===== src/rtl/sram_arbiter_pkg.sv =====
// Shared widths, SRAM pin polarities and arbiter state encodings for the
// memory subsystem.
package sram_arbiter_pkg;

  localparam int MEM_ADDR_WIDTH = 8;
  localparam int DATA_WIDTH     = 16;

  // SRAM pins: cs_ is active-low, rw_ low selects a write.
  localparam logic Enable_  = 1'b0;
  localparam logic Disable_ = 1'b1;
  localparam logic Write    = 1'b0;
  localparam logic Read     = 1'b1;

  typedef enum logic [1:0] {
    ARB_IDLE   = 2'd0,
    ARB_ACCESS = 2'd1,
    ARB_DONE   = 2'd2
  } arb_state_e;

endpackage


===== src/rtl/sram_arbiter_rr_pick2.sv =====
// Combinational 2-way round-robin picker: on a tie the port that did not win
// last time is chosen; a lone requester always wins.
module rr_pick2 (
  input  logic [1:0] req_i,
  input  logic       last_i,
  output logic       valid_o,
  output logic       winner_o
);

  assign valid_o  = |req_i;
  assign winner_o = (req_i == 2'b11) ? ~last_i : req_i[1];

endmodule


===== src/rtl/sram_arbiter.sv =====
// Two-port round-robin arbiter and sequencer in front of a single-port SRAM.
// Each transaction takes IDLE -> ACCESS -> DONE; the SRAM pins are registered.
module sram_arbiter
  import sram_arbiter_pkg::*;
(
  input  logic                      clk,
  input  logic                      rst,
  input  logic                      req0,
  input  logic                      req1,
  input  logic                      we0,
  input  logic                      we1,
  input  logic [MEM_ADDR_WIDTH-1:0] addr0,
  input  logic [MEM_ADDR_WIDTH-1:0] addr1,
  input  logic [DATA_WIDTH-1:0]     wdata0,
  input  logic [DATA_WIDTH-1:0]     wdata1,
  output logic [DATA_WIDTH-1:0]     rdata0,
  output logic [DATA_WIDTH-1:0]     rdata1,
  output logic                      ack0,
  output logic                      ack1,
  output logic                      busy,
  output logic                      gnt_id,
  output logic [MEM_ADDR_WIDTH-1:0] mem_addr,
  output logic [DATA_WIDTH-1:0]     mem_wdata,
  input  logic [DATA_WIDTH-1:0]     mem_rdata,
  output logic                      mem_cs_,
  output logic                      mem_rw_
);

  arb_state_e                state_q, state_d;
  logic                      last_q, last_d;
  logic                      gnt_q, gnt_d;
  logic                      we_q, we_d;
  logic [MEM_ADDR_WIDTH-1:0] addr_q, addr_d;
  logic [DATA_WIDTH-1:0]     wdata_q, wdata_d;
  logic                      cs_q, cs_d;
  logic                      rw_q, rw_d;
  logic                      ack0_q, ack0_d;
  logic                      ack1_q, ack1_d;
  logic [DATA_WIDTH-1:0]     rdata0_q, rdata0_d;
  logic [DATA_WIDTH-1:0]     rdata1_q, rdata1_d;

  logic pick_valid;
  logic pick_winner;

  rr_pick2 u_pick (
    .req_i    ({req1, req0}),
    .last_i   (last_q),
    .valid_o  (pick_valid),
    .winner_o (pick_winner)
  );

  always_ff @(posedge clk or posedge rst) begin
    if (rst) begin
      state_q  <= ARB_IDLE;
      last_q   <= 1'b1;
      gnt_q    <= 1'b0;
      we_q     <= 1'b0;
      addr_q   <= '0;
      wdata_q  <= '0;
      cs_q     <= Disable_;
      rw_q     <= Read;
      ack0_q   <= 1'b0;
      ack1_q   <= 1'b0;
      rdata0_q <= '0;
      rdata1_q <= '0;
    end else begin
      state_q  <= state_d;
      last_q   <= last_d;
      gnt_q    <= gnt_d;
      we_q     <= we_d;
      addr_q   <= addr_d;
      wdata_q  <= wdata_d;
      cs_q     <= cs_d;
      rw_q     <= rw_d;
      ack0_q   <= ack0_d;
      ack1_q   <= ack1_d;
      rdata0_q <= rdata0_d;
      rdata1_q <= rdata1_d;
    end
  end

  always_comb begin
    state_d  = state_q;
    last_d   = last_q;
    gnt_d    = gnt_q;
    we_d     = we_q;
    addr_d   = addr_q;
    wdata_d  = wdata_q;
    cs_d     = Disable_;
    rw_d     = Read;
    ack0_d   = 1'b0;
    ack1_d   = 1'b0;
    rdata0_d = rdata0_q;
    rdata1_d = rdata1_q;
    unique case (state_q)
      ARB_IDLE: begin
        if (pick_valid) begin
          gnt_d   = pick_winner;
          last_d  = pick_winner;
          we_d    = pick_winner ? we1 : we0;
          addr_d  = pick_winner ? addr1 : addr0;
          wdata_d = pick_winner ? wdata1 : wdata0;
          // Pin values for ACCESS are set up here so they leave a register.
          cs_d    = Enable_;
          rw_d    = (pick_winner ? we1 : we0) ? Write : Read;
          state_d = ARB_ACCESS;
        end
      end
      ARB_ACCESS: begin
        if (!we_q) begin
          if (gnt_q) rdata1_d = mem_rdata;
          else       rdata0_d = mem_rdata;
        end
        ack0_d  = ~gnt_q;
        ack1_d  = gnt_q;
        state_d = ARB_DONE;
      end
      ARB_DONE: begin
        state_d = ARB_IDLE;
      end
      default: begin
        state_d = ARB_IDLE;
      end
    endcase
  end

  assign busy      = (state_q != ARB_IDLE);
  assign gnt_id    = gnt_q;
  assign mem_addr  = addr_q;
  assign mem_wdata = wdata_q;
  assign mem_cs_   = cs_q;
  assign mem_rw_   = rw_q;
  assign ack0      = ack0_q;
  assign ack1      = ack1_q;
  assign rdata0    = rdata0_q;
  assign rdata1    = rdata1_q;

endmodule


===== config.mk =====
export PLATFORM = sky130hd
export DESIGN_NAME = sram_arbiter
export DESIGN_NICKNAME = d
export VERILOG_FILES = /design/src/rtl/sram_arbiter_pkg.sv /design/src/rtl/sram_arbiter_rr_pick2.sv /design/src/rtl/sram_arbiter.sv
export SDC_FILE = /design/constraint.sdc
export NUM_CORES = 1
export LEC_CHECK = 0
export CAP_MARGIN = 20
export CORE_MARGIN = 2
export CORE_UTILIZATION = 40
export DETAILED_ROUTE_END_ITERATION = 10
export GPL_TIMING_DRIVEN = 0
export MAX_ROUTING_LAYER = met4
export PLACE_DENSITY_LB_ADDON = 0.1
export SLEW_MARGIN = 15
export SYNTH_ARGS = -nofsm -noshare
export SYNTH_HDL_FRONTEND = slang
export SYNTH_SLANG_ARGS = --single-unit
export TNS_END_PERCENT = 1

===== constraint.sdc =====
create_clock -name clk -period 6.85 [get_ports clk]
set_clock_uncertainty 0.15 [all_clocks]
set_input_delay 1.37 -clock clk [delete_from_list [all_inputs] [get_ports clk]]
set_output_delay 1.37 -clock clk [all_outputs]
set_load 0.05 [all_outputs]

# [Word level (Yosys, flattened, before mapping)]
# Index checks and enable logic that the tools add are counted.
[totals] ramBits=0 romBits=0 memories=0 input_bits=70 latchBits=0 wordCells=37 regBits=65 output_inout_bits=62
[classes] div=0 n_mux=13 n_eq_ne=3 multipliers=0 n_lt_le_gt_ge=0 bitwise_logic=3 shifts=0 add_sub_neg=0 reduce_logical=6
[op_table] op="$mux 16" n=1
[op_table] op="$mux 1" n=9
[op_table] op="$mux 8" n=1
[op_table] op="$reduce_and 3->1" n=2
[op_table] op="$pmux 2 s2" n=1
[op_table] op="$not 1->1" n=3
[op_table] op="$eq 2x1->1 const B" n=1
[op_table] op="$eq 2x2->1 const B" n=1
[op_table] op="$logic_not 2->1" n=1
[op_table] op="$mux 2" n=1
[op_table] op="$ne 2x2->1 const B" n=1
[op_table] op="$reduce_and 2->1" n=1
[op_table] op="$reduce_bool 2->1" n=1
[op_table] op="$reduce_or 2->1" n=1

# [Depth between registers and ports, before layout]
[logic_depth] ltp_word=6 mapped_depth=6

# [Hierarchy]
# A second synthesis with hierarchy kept.
[hier_totals] hier_cells=170 hier_area_um2=2730.1
[by_module_without_submodules] module="sram_arbiter" instances=1 area_each_um2=2716.4 cells_per_inst=168
[by_module_without_submodules] module="rr_pick2" instances=1 area_each_um2=13.8 cells_per_inst=2

# [Worst setup path after synthesis]
# Ideal clock, no wire load.
[synth_path] path_kind="input to register" from="input port req1" to="register wdata_q[12] (netlist: mem_wdata[12])" path_stages=5 required_time_ns=6.575 n_path_buf=2 setup_slack_ns=4.211 setup_time_ns=0.125 arrival_time_ns=2.364 cell_sequence="a21bo_1 > buf_6 > buf_12 > mux2_4 > mux2_2"
[synth_between] elab_chain_cells=3 word_cells_on_any_way=5
[synth_lines] element="start, declared" line_no="sram_arbiter.sv:9" rtl="input logic req1,"
[synth_lines] element="$eq 2x2->1" line_no="sram_arbiter_rr_pick2.sv:11" rtl="assign winner_o = (req_i == 2'b11) ? ~last_i : req_i[1];"
[synth_lines] element="$mux 1" line_no="sram_arbiter_rr_pick2.sv:11"
[synth_lines] element="$mux 16" line_no="sram_arbiter.sv:102" rtl="wdata_d = pick_winner ? wdata1 : wdata0;"
[synth_lines] element="end signal, assigned" line_no="sram_arbiter.sv:72" rtl="wdata_q <= wdata_d;"
[synth_lines] element="end, declared" line_no="sram_arbiter.sv:34" rtl="logic [DATA_WIDTH-1:0] wdata_q, wdata_d;"
# Several ways; a longest one is shown, not always the timed one.
# A chain may end at the register's enable or synchronous reset.

# [Worst setup path after layout]
[layout_path] from="register state_q[0]" to="output port busy"
[layout_between] elab_chain_cells=1
[layout_lines] element="start, declared" line_no="sram_arbiter.sv:29" rtl="arb_state_e state_q, state_d;"
[layout_lines] element="start signal, assigned" line_no="sram_arbiter.sv:67" rtl="state_q <= state_d;"
[layout_lines] element="$reduce_bool 2->1" line_no="sram_arbiter.sv:127" rtl="assign busy = (state_q != ARB_IDLE);"
[layout_lines] element="end, declared" line_no="sram_arbiter.sv:20" rtl="output logic busy,"
# Every way passes these cells.

==> metrics.csv <==
metric,value,unit
dp_hpwl,4.55,mm
powerDensity,558,nW/um2
row_count,30,
setup.worst_path.end_class,output pin,
critical_path_class,reg2out,
grt_max_degree,52,
startpoint_type,flip-flop,
hold_violations,0,
p_total,2.50,mW
path_delay_family,buffers and inverters,
syn_inst,173,
gp_congestion,0.703,
fmax,307,MHz
num_vias,1905,
syn_avg_cell_area,16.2,um2
grt_pass1_wl,9.56,mm
layout_common_cells,"clkdlybuf4s50_1, mux2_2, dfrtp_1",
synth-seq-cells,65,
status,completed,
relSlewSlack,62.6,%
finalSetupTns,0,ns
cts_buffer_depth,2,
worstPathCellList,nor2_1 -> inv_1 -> clkdlybuf4s50_1,
postCtsSetupRepairBufs,0,
cp_max_fo,4,
required,5.33,ns
yosys_warnings,0,
chipHeight,87.7,um
drc,0,
cts_made_buffers,9,
worst_slew_pin_slew,0.559,ns
fin_crit,3.26,ns
leakage,1.92,nW
grt_overflow_total,0,
htree_levels,3,
cpPeakStageDelay,0.71,ns
cts_hold_buf,0,
fin_nets,386,
cts_tree,yes,
drtIter0Drc,38,
cts.reportedPaths.clkPinSlew,0.06,ns
cts_sinks,65,
drive_gt1_share,34.3,%
vias_per_cell,4.57,
initial_core_util,41.3,%
min_path_type,reg2reg,
ir_worst_vdd,0.236,mV
clkLatencyLatePin,0.33,ns
wl_per_cell,14.4,um
die_area,7700,um2
antenna_found_initial,0,
maxSlewViolCount,0,
worst-path-buf-inv,2,
coreArea,6790,um2
cts-root-buf,clkbuf_8,
grt_use_total,16.9,%
ant_nets,0,
worstPathArrival,1.74,ns
finalSetupViolCount,0,
layout_commonest_cell,clkdlybuf4s50_1,
final_area,4470,um2
syn_nets,243,
cap_violations,0,
io_pins,132,
cpMaxStageDelayCell,clkdlybuf4s50_1,
synth-seq-area-share,58.1,%
drt_wl_total,6.00,mm
diodes,0,
timing.final.crit_share,47.5,%
first_global_vias,1986,
io_buffers,131,
first_pass_iters,3,
netlist_area,2800,um2
die_w,87.7,um
area_growth,59.5,%
rsz0062_at_grt,false,
ctsResizeCount,0,
ys_types,23,
postPlaceCellArea,4270,um2
==> cells by family after synthesis <==
group,Yosys count,share of synthesized area [%]
flops,65,58.1
buf+inv,14,3.84
simple gates,7,1.52
compound gates,5,1.25
mux,82,35.3
==> synthesized netlist by cell type <==
| library cell | number | area share, % |
|---|---|---|
| nor2_1 | 2 | 0.27 |
| inv_2 | 1 | 0.13 |
| nand2b_1 | 1 | 0.22 |
| o2bb2ai_1 | 1 | 0.31 |
| clkbuf_1 | 1 | 0.13 |
| buf_12 | 2 | 1.4 |
| dfrtp_1 | 62 | 55 |
| dfstp_2 | 3 | 2.8 |
| or2_2 | 1 | 0.22 |
| buf_4 | 1 | 0.27 |
| buf_2 | 3 | 0.54 |
| mux2i_1 | 2 | 0.71 |
| inv_1 | 4 | 0.54 |
| and2_1 | 1 | 0.22 |
| o21ai_0 | 1 | 0.18 |
| a21bo_1 | 1 | 0.36 |
| and3_1 | 1 | 0.22 |
| mux2_2 | 62 | 25 |
| buf_6 | 2 | 0.80 |
| mux2_4 | 18 | 9.6 |
| a21oi_1 | 1 | 0.18 |
| a31oi_1 | 1 | 0.22 |
| nor3_2 | 1 | 0.36 |
==> report_power, final <==
group          switching (mW)  total [mW]  internal [mW]
clock                   0.138       0.336          0.198
combinational           0.900        1.48          0.583
sequential             0.0942       0.678          0.584
==> stage by stage <==
| stage | hold WS, ns | cells | utilization (%) | setup slack (ns) |
|---|---|---|---|---|
| 6_report | 0.351 | 417 | 65.8 | 3.59 |
| 5_1_grt | 0.363 | 417 | 65.8 | 3.51 |
| 4_1_cts | 0.357 | 417 | 65.8 | 3.58 |
| 3_5_place_dp | 0.343 | 401 | 62.8 | 3.60 |
| 3_3_place_gp | 0.337 | 400 | 62.3 | 2.54 |
| 2_1_floorplan | 0.355 | 173 | - | 3.71 |
==> registers in the layout, summed over array words and instances (netlist names) <==
register,count
gnt_id,1
mem_addr,8
mem_rw_,1
ack0,1
rdata0,16
ack1,1
last_q,1
rdata1,16
mem_wdata,16
mem_cs_,1
state_q,2
we_q,1
==> per-layer routing <==
layer	up-vias	global-route usage, %	share of wire (%)
li1	889	-	-
met1	927	20.2	41
met2	83	26.1	49
met3	6	5.66	8.2
met4	0	7.55	0.98
met5	-	-	0
==> path summary, 6_finish.rpt <==
path                                     startpoint                       end  slack (ns)  depth (start not counted)
max                          state_q[0]$_DFFE_PP0P_                      busy        3.59                          3
min                        mem_wdata[2]$_DFFE_PP0P_  mem_wdata[2]$_DFFE_PP0P_        0.35                          1
max reg2reg                  state_q[1]$_DFFE_PP0P_     rdata0[5]$_DFFE_PP0P_        4.91                          4
min reg2reg                mem_wdata[2]$_DFFE_PP0P_  mem_wdata[2]$_DFFE_PP0P_        0.35                          1
max in group asynchronous                       rst        last_q$_DFFE_PP1P_        4.82                          3
min in group asynchronous                       rst     rdata1[3]$_DFFE_PP0P_        1.18                          2
==> area by class of cell <==
cell class	instances	area, um2
Buffer	9	88.8
Clock buffer	14	173
Clock inverter	2	35.0
Fill cell	562	2320
Inverter	5	21.3
Multi-Input combinational cell	94	1070
Sequential cell	65	1630
Tap cell	96	120
Timing Repair Buffer	132	1340
Power figures use the tool's default switching activity.
